[config.mk]
export PLATFORM = sky130hd
export DESIGN_NAME = key_entry_buffer
export DESIGN_NICKNAME = d
export VERILOG_FILES = /design/src/rtl/keypad_pkg.sv /design/src/rtl/key_entry_buffer_bcd_to_bin.sv /design/src/rtl/key_entry_buffer.sv
export SDC_FILE = /design/constraint.sdc
export NUM_CORES = 1
export LEC_CHECK = 0
export ABC_AREA = 1
export BUFFER_PORTS_ARGS = -buffer_cell sky130_fd_sc_hd__buf_2
export CORE_MARGIN = 1
export CORE_UTILIZATION = 35
export CTS_BUF_LIST = sky130_fd_sc_hd__clkbuf_4 sky130_fd_sc_hd__clkbuf_8
export CTS_CLUSTER_DIAMETER = 150
export CTS_CLUSTER_SIZE = 30
export DETAILED_ROUTE_END_ITERATION = 10
export PLACE_DENSITY = 0.49
export SLEW_MARGIN = 40
export SYNTH_ARGS = -nofsm -noshare
export SYNTH_HDL_FRONTEND = slang
export SYNTH_SLANG_ARGS = --single-unit
[constraint.sdc]
create_clock -name clk -period 4.8 [get_ports clk]
set_input_delay 0.48 -clock clk [delete_from_list [all_inputs] [get_ports clk]]
set_output_delay 0.48 -clock clk [all_outputs]
set_load 0.01 [all_outputs]
[src/rtl/keypad_pkg.sv]
// Shared keypad definitions: key code constants and entry-buffer FSM states.
// Used by the keypad scanner consumers.
package keypad_pkg;

  localparam logic [3:0] KEY_DIGIT_MAX = 4'h9;
  localparam logic [3:0] KEY_BACKSPACE = 4'hD;
  localparam logic [3:0] KEY_ENTER     = 4'hE;
  localparam logic [3:0] KEY_CLEAR     = 4'hF;

  typedef enum logic {
    ST_ENTRY = 1'b0,
    ST_HOLD  = 1'b1
  } entry_state_e;

  function automatic logic is_digit(input logic [3:0] code);
    return (code <= KEY_DIGIT_MAX);
  endfunction

endpackage

[src/rtl/key_entry_buffer_bcd_to_bin.sv]
// Combinational packed-BCD to binary converter.
// Walks digits from most to least significant, accumulating acc*10 + digit.
module bcd_to_bin #(
  parameter int DIGITS = 4,
  parameter int VAL_W  = 14
) (
  input  logic [4*DIGITS-1:0] bcd,
  output logic [VAL_W-1:0]    bin
);

  always_comb begin
    bin = '0;
    for (int i = DIGITS - 1; i >= 0; i--) begin
      bin = (bin << 3) + (bin << 1) + VAL_W'(bcd[4*i +: 4]);
    end
  end

endmodule

[src/rtl/key_entry_buffer.sv]
// Collects keypad events into a BCD entry with clear/backspace/enter editing,
// then offers the finished entry on a valid/ready port.
module key_entry_buffer
  import keypad_pkg::*;
#(
  parameter int DIGITS = 4,
  parameter int VAL_W  = 14
) (
  input  logic                clk,
  input  logic                rst_n,
  input  logic                key_flag,
  input  logic [3:0]          key_value,
  input  logic                out_ready,
  output logic                out_valid,
  output logic [4*DIGITS-1:0] out_bcd,
  output logic [VAL_W-1:0]    out_bin,
  output logic [3:0]          out_count,
  output logic [4*DIGITS-1:0] disp_bcd,
  output logic [3:0]          disp_count,
  output logic                overflow,
  output logic                dropped
);

  localparam int         BCD_W     = 4 * DIGITS;
  localparam logic [3:0] MAX_COUNT = 4'(DIGITS);

  entry_state_e     state_q, state_d;
  logic             key_evt_q, key_evt_d;
  logic [BCD_W-1:0] entry_q, entry_d;
  logic [3:0]       count_q, count_d;
  logic [VAL_W-1:0] bin_q, bin_d;
  logic             out_valid_q, out_valid_d;
  logic [BCD_W-1:0] out_bcd_q, out_bcd_d;
  logic [VAL_W-1:0] out_bin_q, out_bin_d;
  logic [3:0]       out_count_q, out_count_d;
  logic             overflow_q, overflow_d;
  logic             dropped_q, dropped_d;

  logic [BCD_W-1:0] shifted_entry;
  logic [VAL_W-1:0] shifted_bin;
  logic [VAL_W-1:0] live_bin;

  assign shifted_entry = entry_q >> 4;

  // Backspace cannot undo a multiply-add cheaply, so the value is rebuilt from digits.
  bcd_to_bin #(.DIGITS(DIGITS), .VAL_W(VAL_W)) u_backspace_conv (
    .bcd (shifted_entry),
    .bin (shifted_bin)
  );

  bcd_to_bin #(.DIGITS(DIGITS), .VAL_W(VAL_W)) u_reference_conv (
    .bcd (entry_q),
    .bin (live_bin)
  );

  always_comb begin
    state_d     = state_q;
    key_evt_d   = key_flag;
    entry_d     = entry_q;
    count_d     = count_q;
    bin_d       = bin_q;
    out_valid_d = out_valid_q;
    out_bcd_d   = out_bcd_q;
    out_bin_d   = out_bin_q;
    out_count_d = out_count_q;
    overflow_d  = 1'b0;
    dropped_d   = 1'b0;

    unique case (state_q)
      ST_ENTRY: begin
        if (key_evt_q) begin
          if (is_digit(key_value)) begin
            if (count_q < MAX_COUNT) begin
              entry_d = (entry_q << 4) | BCD_W'(key_value);
              count_d = count_q + 4'd1;
              bin_d   = (bin_q << 3) + (bin_q << 1) + VAL_W'(key_value);
            end else begin
              overflow_d = 1'b1;
            end
          end else begin
            case (key_value)
              KEY_BACKSPACE: begin
                if (count_q != 4'd0) begin
                  entry_d = shifted_entry;
                  count_d = count_q - 4'd1;
                  bin_d   = shifted_bin;
                end
              end
              KEY_ENTER: begin
                out_bcd_d   = entry_q;
                out_bin_d   = bin_q;
                out_count_d = count_q;
                out_valid_d = 1'b1;
                entry_d     = '0;
                count_d     = 4'd0;
                bin_d       = '0;
                state_d     = ST_HOLD;
              end
              KEY_CLEAR: begin
                entry_d = '0;
                count_d = 4'd0;
                bin_d   = '0;
              end
              default: ;
            endcase
          end
        end
      end
      ST_HOLD: begin
        // Events arriving while an entry waits are lost, even on the accept cycle.
        if (key_evt_q) begin
          dropped_d = 1'b1;
        end
        if (out_valid_q && out_ready) begin
          out_valid_d = 1'b0;
          state_d     = ST_ENTRY;
        end
      end
      default: state_d = ST_ENTRY;
    endcase
  end

  always_ff @(posedge clk) begin
    if (!rst_n) begin
      state_q     <= ST_ENTRY;
      key_evt_q   <= 1'b0;
      entry_q     <= '0;
      count_q     <= 4'd0;
      bin_q       <= '0;
      out_valid_q <= 1'b0;
      out_bcd_q   <= '0;
      out_bin_q   <= '0;
      out_count_q <= 4'd0;
      overflow_q  <= 1'b0;
      dropped_q   <= 1'b0;
    end else begin
      state_q     <= state_d;
      key_evt_q   <= key_evt_d;
      entry_q     <= entry_d;
      count_q     <= count_d;
      bin_q       <= bin_d;
      out_valid_q <= out_valid_d;
      out_bcd_q   <= out_bcd_d;
      out_bin_q   <= out_bin_d;
      out_count_q <= out_count_d;
      overflow_q  <= overflow_d;
      dropped_q   <= dropped_d;
    end
  end

  // The incremental multiply-add value must always agree with a full conversion.
  always_ff @(posedge clk) begin
    if (rst_n) begin
      assert (bin_q == live_bin);
    end
  end

  assign out_valid  = out_valid_q;
  assign out_bcd    = out_bcd_q;
  assign out_bin    = out_bin_q;
  assign out_count  = out_count_q;
  assign disp_bcd   = entry_q;
  assign disp_count = count_q;
  assign overflow   = overflow_q;
  assign dropped    = dropped_q;

endmodule

==> run summary <==
For this run, the top clock speed supported by timing is 0.297 GHz. The quantity of hold-fixing buffers added after cts came out at 0. The area of the die is 12,900 µm². The number of buffers inserted to repair setup after CTS came out at 0. The path with the worst hold slack has its endpoint at key_evt_q.

The analysis attributes to cell leakage a power of 2.50 nW. The power density relative to cell area came out at 249 nW/µm². The number of distinct library cells after synthesis is 33. The gate count of the mapped netlist is 613. The nature of the critical path endpoint is a register. The count of synthesis-stage warnings from yosys is 0. The final number of setup-violating endpoints came out at 0. The final-report max-slew violation count is 0. The maximum number of pins on one net before global-route repair is 44. The peak fanout along the critical path came out at 9. Of the cells placed in the final design, the portion with a size suffix greater than 1 is 0.135. The worst hold margin is 0.322 ns. The post-cts resize count came out at 0. The delay of the slowest cell on the worst path came out at 0.48 ns. The final hold violation count was 0.

The startpoint identified for the worst hold timing path is key_flag. The later pin in the worst-skew pair is clocked with a latency of 0.36 ns. The share of the synthesized area in the top cell type is 0.326.

The normalized max-slew margin came out at 0.479. The region available for standard cell placement spans 12,100 µm². 0 antenna diodes ended up in the layout.

The total number of H-tree levels is 3. At the pin with the least slew margin, the transition time is 0.780 ns. The total half-perimeter wirelength after legalization and detailed placement is 8850 µm. The type of the worst setup path is reg2reg. The part of the cycle the worst path needs is 0.702. The detailed router finished its first iteration with 209 violations.

The busiest layer in global routing is met2. The number of buffers created by CTS came out at 9. The post-layout minimum cycle time came out at 3.37 ns. Of all cell types, the one taking the most synthesized area is sky130_fd_sc_hd__dfxtp_1. After synthesis, the cell types taking the most area are sky130_fd_sc_hd__dfxtp_1, sky130_fd_sc_hd__ha_1, sky130_fd_sc_hd__nand2_1. The number of nets in the final layout is 722.

The async set-reset flop share out of synthesis is 0. Once detail routing completed, the nets flagged for antenna violations numbered 0. The final weighted congestion in routability-driven placement came out at 0.838.

By count the netlist is led by sky130_fd_sc_hd__nand2_1, sky130_fd_sc_hd__dfxtp_1, sky130_fd_sc_hd__a21oi_1, sky130_fd_sc_hd__inv_1, sky130_fd_sc_hd__o21ai_0. The family with the most delay on the worst path is adder cells. The clock input transition at the sequential cells of the worst setup and hold paths is 0.09 ns.

The total wirelength of the detailed-routed design is 12,100 µm. For met3 alone, demand over resource in global routing was 0.0345. The final clock skew is 0.0149 ns. The post-synthesis register bit count came out at 71.

In this run the vertical extent of the chip is 114 µm. The total routing usage reported by global routing came out at 0.194. The critical path goes through ha_1 -> ha_1 -> nand2_1 -> nor2_1 -> a211oi_1 -> nor3b_1 -> xor2_1 -> ha_1 -> ha_1 -> nand2_1 -> or2_2 -> nand3_1 -> nand2_1 -> nand3_1 -> nand2_1 -> nand2_1 -> a21oi_1. The synthesized netlist net count is 671. The sum of buffers and inverters on the critical path came out at 0. The count of cells along the worst hold path is 3. The vias after detailed routing came out at 4,111. The worst register-to-register path ends at bin_q[8]. The share of the Yosys chip area taken by registers is 0.326.

The count of clock tree sinks is 71. Clock tree synthesis selected as its root buffer the cell sky130_fd_sc_hd__clkbuf_8. In the final layout, the multi-input gates occupy 2540 µm². The max-capacitance violation count is 0. The cell that appears most often on the critical path is sky130_fd_sc_hd__nand2_1. The initial antenna violation count came to 0.

Across all register-to-register paths, the minimum setup slack is 1.43 ns. The count of boundary I/O pins came out at 65. The count of standard-cell rows came out at 40. The final total negative setup slack is 0 ns.

The critical path startpoint category is a register. At the worst endpoint, the required time is 5.02 ns. Summed over all layers, the global routing overflow is 0.

In this run the mean area of a mapped cell was 7.11 µm². At the worst endpoint, the arrival time is 3.59 ns. The area taken by flip-flops and latches is 1420 µm². The dominant register cell in the synthesized netlist is sky130_fd_sc_hd__dfxtp_1. Setup repair after global routing left no endpoint under its margin. The number of global-route vias before repair is 3,853. The vias per cell came out at 4.91. In this run the worst hold path is classified as in2reg.

The wire length of the first global-routing pass came out at 19,700 µm. The run finished with clean final reports. The area added between synthesis and finish is 14.0%. The length in cells of the worst reg-to-reg path is 17.

TritonCTS built the clock tree. The post-synthesis cell area came out at 4360 µm². Across the VDD grid, the largest voltage drop is 0.171 mV. The number of fill cells came out at 1,306.

The first TritonRoute pass finished after 4 iterations. The met2 demand-to-capacity share in global routing came out at 0.340. sky130_fd_sc_hd__nand2_1 is the most common cell in the netlist. The clock passes through at most 2 buffers. The slowest stage of the critical path is the sky130_fd_sc_hd__dfxtp_1 cell. Counting flops with a built-in enable in the synthesized netlist gives 0.

The met1 track utilization from global routing came out at 0.248. The detailed-route wire length per cell is 14.4 µm. The DRC violations left is 0. Port buffering added 64 buffers.

The floorplan step set the die width to 114 µm. For this configuration, the core starts out at a cell density of 0.361. The beginning of the worst register-to-register path is disp_bcd[14].
==> how the worst max path moves through the flow <==
stage,cells past startpoint,endpoint,startpoint
2_1_floorplan,17,bin_q[8],disp_bcd[14]
3_3_place_gp,17,bin_q[8],disp_bcd[14]
3_5_place_dp,17,bin_q[8],disp_bcd[14]
4_1_cts,17,bin_q[8],disp_bcd[14]
5_1_grt,15,bin_q[10],disp_bcd[14]
6_report,17,bin_q[8],disp_bcd[14]
==> sequential cells by signal (all words and copies together), names as in the netlist <==
| name | cells |
|---|---|
| disp_bcd | 16 |
| out_bcd | 16 |
| bin_q | 13 |
| out_bin | 13 |
| disp_count | 4 |
| out_count | 4 |
| dropped | 1 |
| key_evt_q | 1 |
| out_valid | 1 |
| overflow | 1 |
| state_q | 1 |
==> through the flow <==
stage	utilization	total power [mW]	cells	instance area (µm²)	worst slack (ns)
global route	0.412	1.29	837	4970	1.10
detailed placement	0.395	0.751	821	4770	1.45
floorplan	-	0.713	613	4360	1.65
global placement	0.395	0.750	821	4770	1.49
CTS	0.412	1.25	837	4970	1.42
finish	0.412	1.24	837	4970	1.43
==> tightest hold or removal path: cells and delay by family <==
family	cells	cell delay, ns
buffers and inverters	2	0.13
AND/OR/NAND/NOR	1	0.05
==> cell families (layout without fill, tap and decap cells) <==
kind of cell | count (synthesis) | after routing | synth area share
adders and majority gates | 50 | 50 | 0.154
AOI/OAI and AO/OA | 142 | 142 | 0.170
DFF | 71 | 71 | 0.326
buffers and inverters | 96 | 152 | 0.0925
and+or+nand+nor | 243 | 243 | 0.236
xor gates and xnor gates | 10 | 10 | 0.0201
other | 1 | 1 | 0.000861
==> layout by cell type (no fill, tap or decap), types with 6 or more instances in the layout <==
| cell type | Yosys | routed |
|---|---|---|
| sky130_fd_sc_hd__nand2_1 | 133 | 133 |
| sky130_fd_sc_hd__dfxtp_1 | 71 | 71 |
| sky130_fd_sc_hd__a21oi_1 | 70 | 70 |
| sky130_fd_sc_hd__inv_1 | 70 | 69 |
| sky130_fd_sc_hd__buf_2 | 8 | 64 |
| sky130_fd_sc_hd__o21ai_0 | 55 | 55 |
| sky130_fd_sc_hd__nor2_1 | 48 | 48 |
| sky130_fd_sc_hd__ha_1 | 44 | 44 |
| sky130_fd_sc_hd__nand3_1 | 41 | 41 |
| sky130_fd_sc_hd__o22ai_1 | 11 | 11 |
| sky130_fd_sc_hd__clkbuf_8 | 0 | 9 |
| sky130_fd_sc_hd__xor2_1 | 6 | 6 |
| sky130_fd_sc_hd__fa_1 | 6 | 6 |
==> layer usage <==
metal | part of all wire | up-vias
met5 | 0 | -
met4 | 0.0080 | 0
met3 | 0.038 | 9
met2 | 0.49 | 76
met1 | 0.46 | 1901
li1 | - | 2125
==> area by class of cell <==
| cell class | count | area share |
|---|---|---|
| inverter | 71 | 0.0542 |
| clock buffer | 10 | 0.0264 |
| clock inverter | 6 | 0.0136 |
| sequential | 71 | 0.286 |
| tap | 168 | 0.0423 |
| multi-input combinational | 446 | 0.511 |
| timing repair buffer | 65 | 0.0660 |
==> power by group <==
group	leakage, nW	internal (mW)	total, mW	switching, mW
combinational	1.83	0.0401	0.126	0.0864
clock	0.0967	0.249	0.498	0.249
sequential	0.574	0.600	0.611	0.0104
total	2.50	0.889	1.24	0.346
Power figures use the tool's default switching activity.
